`src/rtl/bank_rd_seq.sv`:
```
// Read-side sequencer for one bank: turns (base, stride, length) into one read per credit,
// captures 1-cycle-latency read data into a 2-entry buffer and streams it out with a last flag.
module bank_rd_seq #(
    parameter int w = 64,
    parameter int a = 10,
    parameter int l = 11
) (
    input  logic         clk,
    input  logic         rst,
    input  logic         start,
    input  logic [a-1:0] base_addr,
    input  logic [a-1:0] stride,
    input  logic [l-1:0] length,
    input  logic [1:0]   muxcode,
    output logic         busy,
    output logic         done,
    output logic         rd_en,
    output logic [a-1:0] rd_addr,
    output logic [1:0]   rd_muxcode,
    input  logic [w-1:0] rd_word,
    output logic         o_valid,
    input  logic         o_ready,
    output logic [w-1:0] o_data,
    output logic         o_last
);

    typedef enum logic [1:0] {
        IDLE  = 2'd0,
        RUN   = 2'd1,
        DRAIN = 2'd2,
        DONE  = 2'd3
    } state_t;

    localparam logic [l-1:0] CNT_ZERO = {l{1'b0}};
    localparam logic [l-1:0] CNT_ONE  = {{(l-1){1'b0}}, 1'b1};

    state_t       state_r;
    state_t       state_nx_s;
    logic [a-1:0] cur_addr_r;
    logic [a-1:0] stride_r;
    logic [l-1:0] issue_cnt_r;
    logic [1:0]   muxcode_r;
    logic         inflight_r;
    logic         inflight_last_r;
    logic         busy_r;
    logic         done_r;
    logic         o_valid_r;

    logic [1:0]   cnt_r;
    logic [1:0]   cnt_nx_s;
    logic [w-1:0] ent0_data_r;
    logic [w-1:0] ent0_data_nx_s;
    logic         ent0_last_r;
    logic         ent0_last_nx_s;
    logic [w-1:0] ent1_data_r;
    logic [w-1:0] ent1_data_nx_s;
    logic         ent1_last_r;
    logic         ent1_last_nx_s;

    logic         start_acc_s;
    logic         issue_s;
    logic         issue_last_s;
    logic         push_s;
    logic         pop_s;
    logic [2:0]   credit_used_s;

    // Credit accounting: buffered words plus the read still in flight; a handshake
    // frees its credit only from the next cycle on.
    always_comb begin
        credit_used_s = {1'b0, cnt_r} + {2'b00, inflight_r};
        start_acc_s   = (state_r == IDLE) && start;
        issue_s       = (state_r == RUN) && (issue_cnt_r != CNT_ZERO) && (credit_used_s < 3'd2);
        issue_last_s  = issue_s && (issue_cnt_r == CNT_ONE);
        push_s        = inflight_r;
        pop_s         = (cnt_r != 2'd0) && o_ready;
    end

    // Next-state logic of the job FSM.
    always_comb begin
        state_nx_s = state_r;
        case (state_r)
            IDLE: begin
                if (start) begin
                    if (length == CNT_ZERO) begin
                        state_nx_s = DONE;
                    end else begin
                        state_nx_s = RUN;
                    end
                end else begin
                    state_nx_s = IDLE;
                end
            end
            RUN: begin
                if (issue_last_s) begin
                    state_nx_s = DRAIN;
                end else begin
                    state_nx_s = RUN;
                end
            end
            DRAIN: begin
                if (pop_s && ent0_last_r) begin
                    state_nx_s = DONE;
                end else begin
                    state_nx_s = DRAIN;
                end
            end
            DONE:    state_nx_s = IDLE;
            default: state_nx_s = IDLE;
        endcase
    end

    // Next contents of the 2-entry output buffer; entry 0 is always the head.
    always_comb begin
        cnt_nx_s       = cnt_r;
        ent0_data_nx_s = ent0_data_r;
        ent0_last_nx_s = ent0_last_r;
        ent1_data_nx_s = ent1_data_r;
        ent1_last_nx_s = ent1_last_r;
        case ({push_s, pop_s})
            2'b10: begin
                if (cnt_r == 2'd0) begin
                    ent0_data_nx_s = rd_word;
                    ent0_last_nx_s = inflight_last_r;
                    cnt_nx_s       = 2'd1;
                end else begin
                    ent1_data_nx_s = rd_word;
                    ent1_last_nx_s = inflight_last_r;
                    cnt_nx_s       = 2'd2;
                end
            end
            2'b01: begin
                ent0_data_nx_s = ent1_data_r;
                ent0_last_nx_s = ent1_last_r;
                cnt_nx_s       = cnt_r - 2'd1;
            end
            2'b11: begin
                if (cnt_r == 2'd1) begin
                    ent0_data_nx_s = rd_word;
                    ent0_last_nx_s = inflight_last_r;
                end else begin
                    ent0_data_nx_s = ent1_data_r;
                    ent0_last_nx_s = ent1_last_r;
                    ent1_data_nx_s = rd_word;
                    ent1_last_nx_s = inflight_last_r;
                end
            end
            default: cnt_nx_s = cnt_r;
        endcase
    end

    // FSM state, job registers and in-flight tracking.
    always_ff @(posedge clk) begin
        if (rst) begin
            state_r         <= IDLE;
            cur_addr_r      <= {a{1'b0}};
            stride_r        <= {a{1'b0}};
            issue_cnt_r     <= CNT_ZERO;
            muxcode_r       <= 2'b00;
            inflight_r      <= 1'b0;
            inflight_last_r <= 1'b0;
            busy_r          <= 1'b0;
            done_r          <= 1'b0;
        end else begin
            state_r         <= state_nx_s;
            inflight_r      <= issue_s;
            inflight_last_r <= issue_last_s;
            busy_r          <= (state_nx_s != IDLE);
            done_r          <= (state_nx_s == DONE);
            if (start_acc_s) begin
                cur_addr_r  <= base_addr;
                stride_r    <= stride;
                issue_cnt_r <= length;
                muxcode_r   <= muxcode;
            end else if (issue_s) begin
                cur_addr_r  <= cur_addr_r + stride_r;
                issue_cnt_r <= issue_cnt_r - CNT_ONE;
            end else begin
                cur_addr_r  <= cur_addr_r;
                issue_cnt_r <= issue_cnt_r;
            end
        end
    end

    // Output buffer storage; o_valid is registered from the next occupancy.
    always_ff @(posedge clk) begin
        if (rst) begin
            cnt_r       <= 2'd0;
            ent0_data_r <= {w{1'b0}};
            ent0_last_r <= 1'b0;
            ent1_data_r <= {w{1'b0}};
            ent1_last_r <= 1'b0;
            o_valid_r   <= 1'b0;
        end else begin
            cnt_r       <= cnt_nx_s;
            ent0_data_r <= ent0_data_nx_s;
            ent0_last_r <= ent0_last_nx_s;
            ent1_data_r <= ent1_data_nx_s;
            ent1_last_r <= ent1_last_nx_s;
            o_valid_r   <= (cnt_nx_s != 2'd0);
        end
    end

    assign busy       = busy_r;
    assign done       = done_r;
    assign rd_en      = issue_s;
    assign rd_addr    = cur_addr_r;
    assign rd_muxcode = muxcode_r;
    assign o_valid    = o_valid_r;
    assign o_data     = ent0_data_r;
    assign o_last     = ent0_last_r;

endmodule
```
`config.mk`:
```
export PLATFORM = sky130hd
export DESIGN_NAME = bank_rd_seq
export DESIGN_NICKNAME = d
export VERILOG_FILES = /design/src/rtl/bank_rd_seq.sv
export SDC_FILE = /design/constraint.sdc
export NUM_CORES = 1
export LEC_CHECK = 0
export ABC_AREA = 1
export BUFFER_PORTS_ARGS = -buffer_cell sky130_fd_sc_hd__buf_4
export CORE_UTILIZATION = 46
export CTS_CLUSTER_SIZE = 10
export DETAILED_ROUTE_END_ITERATION = 8
export PLACE_DENSITY = 0.76
export SLEW_MARGIN = 40
export SYNTH_ARGS = -nofsm -noshare
export SYNTH_HDL_FRONTEND = slang
export SYNTH_SLANG_ARGS = --single-unit
```
`constraint.sdc`:
```
create_clock -name clk -period 2.06 [get_ports clk]
set_input_delay 0.618 -clock clk [delete_from_list [all_inputs] [get_ports clk]]
set_output_delay 0.618 -clock clk [all_outputs]
set_load 0.005 [all_outputs]
```
==> flow_summary.toml <==
[floorplan]
row_count = 47
fp.dieW_um = 133
io_pins = 182
dieHeight_um = 133
start_util_pct = 47.3
core_um2 = 16600
die_area_um2 = 17700

[sta]
max_freq_ghz = 0.478
final-hold-violation-count = 0
final.setup.worst_slack_ns = -0.0313
setup_viol = 1
rsz0062_at_grt = "true"
maxSlewViolCount = 0
worst_pin_slew_ns = 0.384
max_slew_margin_pct = 74.4
min_period_over_period_pct = 102
tns_ns = -0.0313
timing.hold.ws_ns = 0.436
period_minus_slack_ns = 2.09
skew_ns = 0.00684

[status]
status = "finished, violations left"
violations = "setup timing"

[routing]
m1WireLength_mm = 9.13
drt_iter0_markers = 386
viasPerCell = 5.06
wl_met3_mm = 1.18
routed.top_layer = "met4"
drt-wirelength-per-cell_um = 13.6
drc = 0
dr.pass1.iters = 5
wirelength_mm = 20.7
vias = 7694
wl_met2_mm = 9.93
final_antenna_net_count = 0

[critical_path]
cp_cell_sequence = "inv_2 -> ha_4 -> inv_2 -> nor2_4 -> nand3_2 -> nand2_4 -> inv_4 -> buf_6"
arrival_ns = 1.47
max_stage_delay_ns = 0.33
cp.required_ns = 1.44
path_max_fanout = 2
critPathLaunchType = "register"
cpMostUsedCell = "inv_2"
cp_slowest_cell = "dfxtp_2"
end_kind = "output port"
path_buf_inv = 4
crit_type = "reg -> out"
cp_top_family = "flip-flops"

[yosys]
ys.flop_type = "dfxtp_1"
ys_top_cells_by_area = "dfxtp_1 44%, inv_1 11%, o21ai_0 9.8%"
synth_nets = 1213
yosysTopAreaCell = "dfxtp_1"
yosysSeqAreaShare_pct = 43.7
syn_area_per_cell_um2 = 7.20
synth_edf_count = 0
synth_area_um2 = 7880
syn_inst = 1095
ys_types = 35
synthArstFlopShare_pct = 0
yosys_warnings = 0
yosys_register_bits = 172
synth_top_area_share_pct = 43.7

[clock_network]
clk_pin_slew_worst_paths_ns = 0.07
clock_tree.root_cell = "clkbuf_16"
hold_buffers = 0
numCtsBuffers = 17
htree_num_levels = 4
cts_tree = "built"
clock_latency_ns = 0.43
clock-sinks = 172
clock_path_buffers = 2

[finish]
multi_input_area_um2 = 3350
final_cell_mix = "235 x inv_1, 220 x buf_4, 167 x dfxtp_1"
drive_gt1_share_pct = 24.0
area_growth_pct = 35.2
regArea_um2 = 3450
insertedDiodeCount = 0
nFillCells = 1406
layout_commonest_cell = "inv_1"
nNetsFinal = 1407

[worst_hold_path]
hold_class = "in -> reg"

[place]
gp_congestion = 0.901
hpwl_mm = 13.4
io_buffers = 181

[power_and_ir_drop]
max-vdd-ir-drop_uv = 624
power_leakage_nw = 5.27
p_per_area_nw_per_um2 = 816
finalPower_mw = 8.69

[global_route]
grt_pass1_wl_mm = 32.6
grt_antenna_before_repair = 0
grt_pass1_vias = 7089
grt_overflow = 0
grt_max_degree = 63
grtUsageTotal_pct = 22.7

[job]
drv_cap = 0
[power by group]
group	switching [mW]	total, mW	internal [mW]
clock network	1.41	3.10	1.68
logic	0.887	1.76	0.868
registers	0.197	3.84	3.64
total	2.50	8.69	6.19
[cells by family (layout without fill, tap and decap cells)]
kind of cell | Yosys count | count (layout) | share of synthesized area, %
xor gates and xnor gates | 7 | 7 | 0.778
DFF | 172 | 172 | 43.7
muxes | 1 | 1 | 0.127
buffers and inverters | 313 | 520 | 15.3
adders and majority gates | 17 | 17 | 2.79
and+or+nand+nor | 265 | 265 | 13.6
AOI/OAI and AO/OA | 320 | 320 | 23.6
[worst reg2reg max path, delay by kind of cell, from the launching register on]
| family | cells | cell delay, ns |
|---|---|---|
| AO/OA/AOI/OAI | 3 | 0.62 |
| buffers and inverters | 6 | 0.58 |
| flip-flops | 1 | 0.32 |
| adder cells (fa/ha/maj) | 2 | 0.37 |
| AND/OR/NAND/NOR | 1 | 0.08 |
[path summary, 6_finish.rpt]
path                        start         endpoint  slack (ns)  cells after the start
setup / recovery   issue_cnt_r[1]            rd_en       -0.03                      8
setup reg to reg         cnt_r[1]       o_data[57]        0.02                     12
hold / removal        rd_word[40]  ent1_data_r[40]        0.44                      3
hold reg to reg   issue_cnt_r[10]  issue_cnt_r[10]        0.47                      2
[state kept, by name (all words and copies together), names as in the netlist]
name             count
ent1_data_r         64
o_data              64
issue_cnt_r         11
rd_addr             10
stride_r            10
cnt_r                2
rd_muxcode           2
state_r              2
busy                 1
done                 1
ent1_last_r          1
inflight_last_r      1
inflight_r           1
o_last               1
o_valid              1
[Yosys cell counts, types with 3 or more instances]
cell	number
dfxtp_1	172
nand4_1	3
ha_1	16
nand2_1	100
xor2_1	4
nand3_1	24
clkbuf_1	52
o21ai_0	154
buf_2	12
xnor2_1	3
a21oi_1	92
nor2_1	127
inv_1	240
o221ai_1	65
[metal layers]
layer	global-route usage, %	up-vias
met4	8.68	0
met5	0	-
met2	38.6	226
met1	27.7	3522
met3	5.10	39
li1	-	3907
[metrics by stage]
step / std cells / setup slack, ns / area [um2] / utilization (%)
after detailed placement: 1462 / -0.0665 / 9670 / 58.1
after global routing: 1522 / -0.123 / 10700 / 64.0
after global placement: 1462 / 0.0251 / 9670 / 58.1
after CTS: 1505 / -0.0206 / 10400 / 62.3
after floorplan: 1095 / 0.0759 / 7880 / -
final: 1522 / -0.0313 / 10700 / 64.0
[final cells by class]
class / instances / area share [%]
Timing Repair Buffer: 244 / 19.7
Tap cell: 220 / 2.58
Inverter: 244 / 8.64
Clock buffer: 17 / 3.99
Multi-Input combinational cell: 610 / 31.4
Sequential cell: 172 / 32.4
Clock inverter: 15 / 1.30
[repair_timing]
item	CTS	global route
resized for setup	19	29
pin swaps	6	7
setup endpoints to repair	110	130
cloned	0	4
buffers inserted	11	13
endpoints found under the hold margin	0	0
Note: power is estimated with default switching activity, not from simulation.
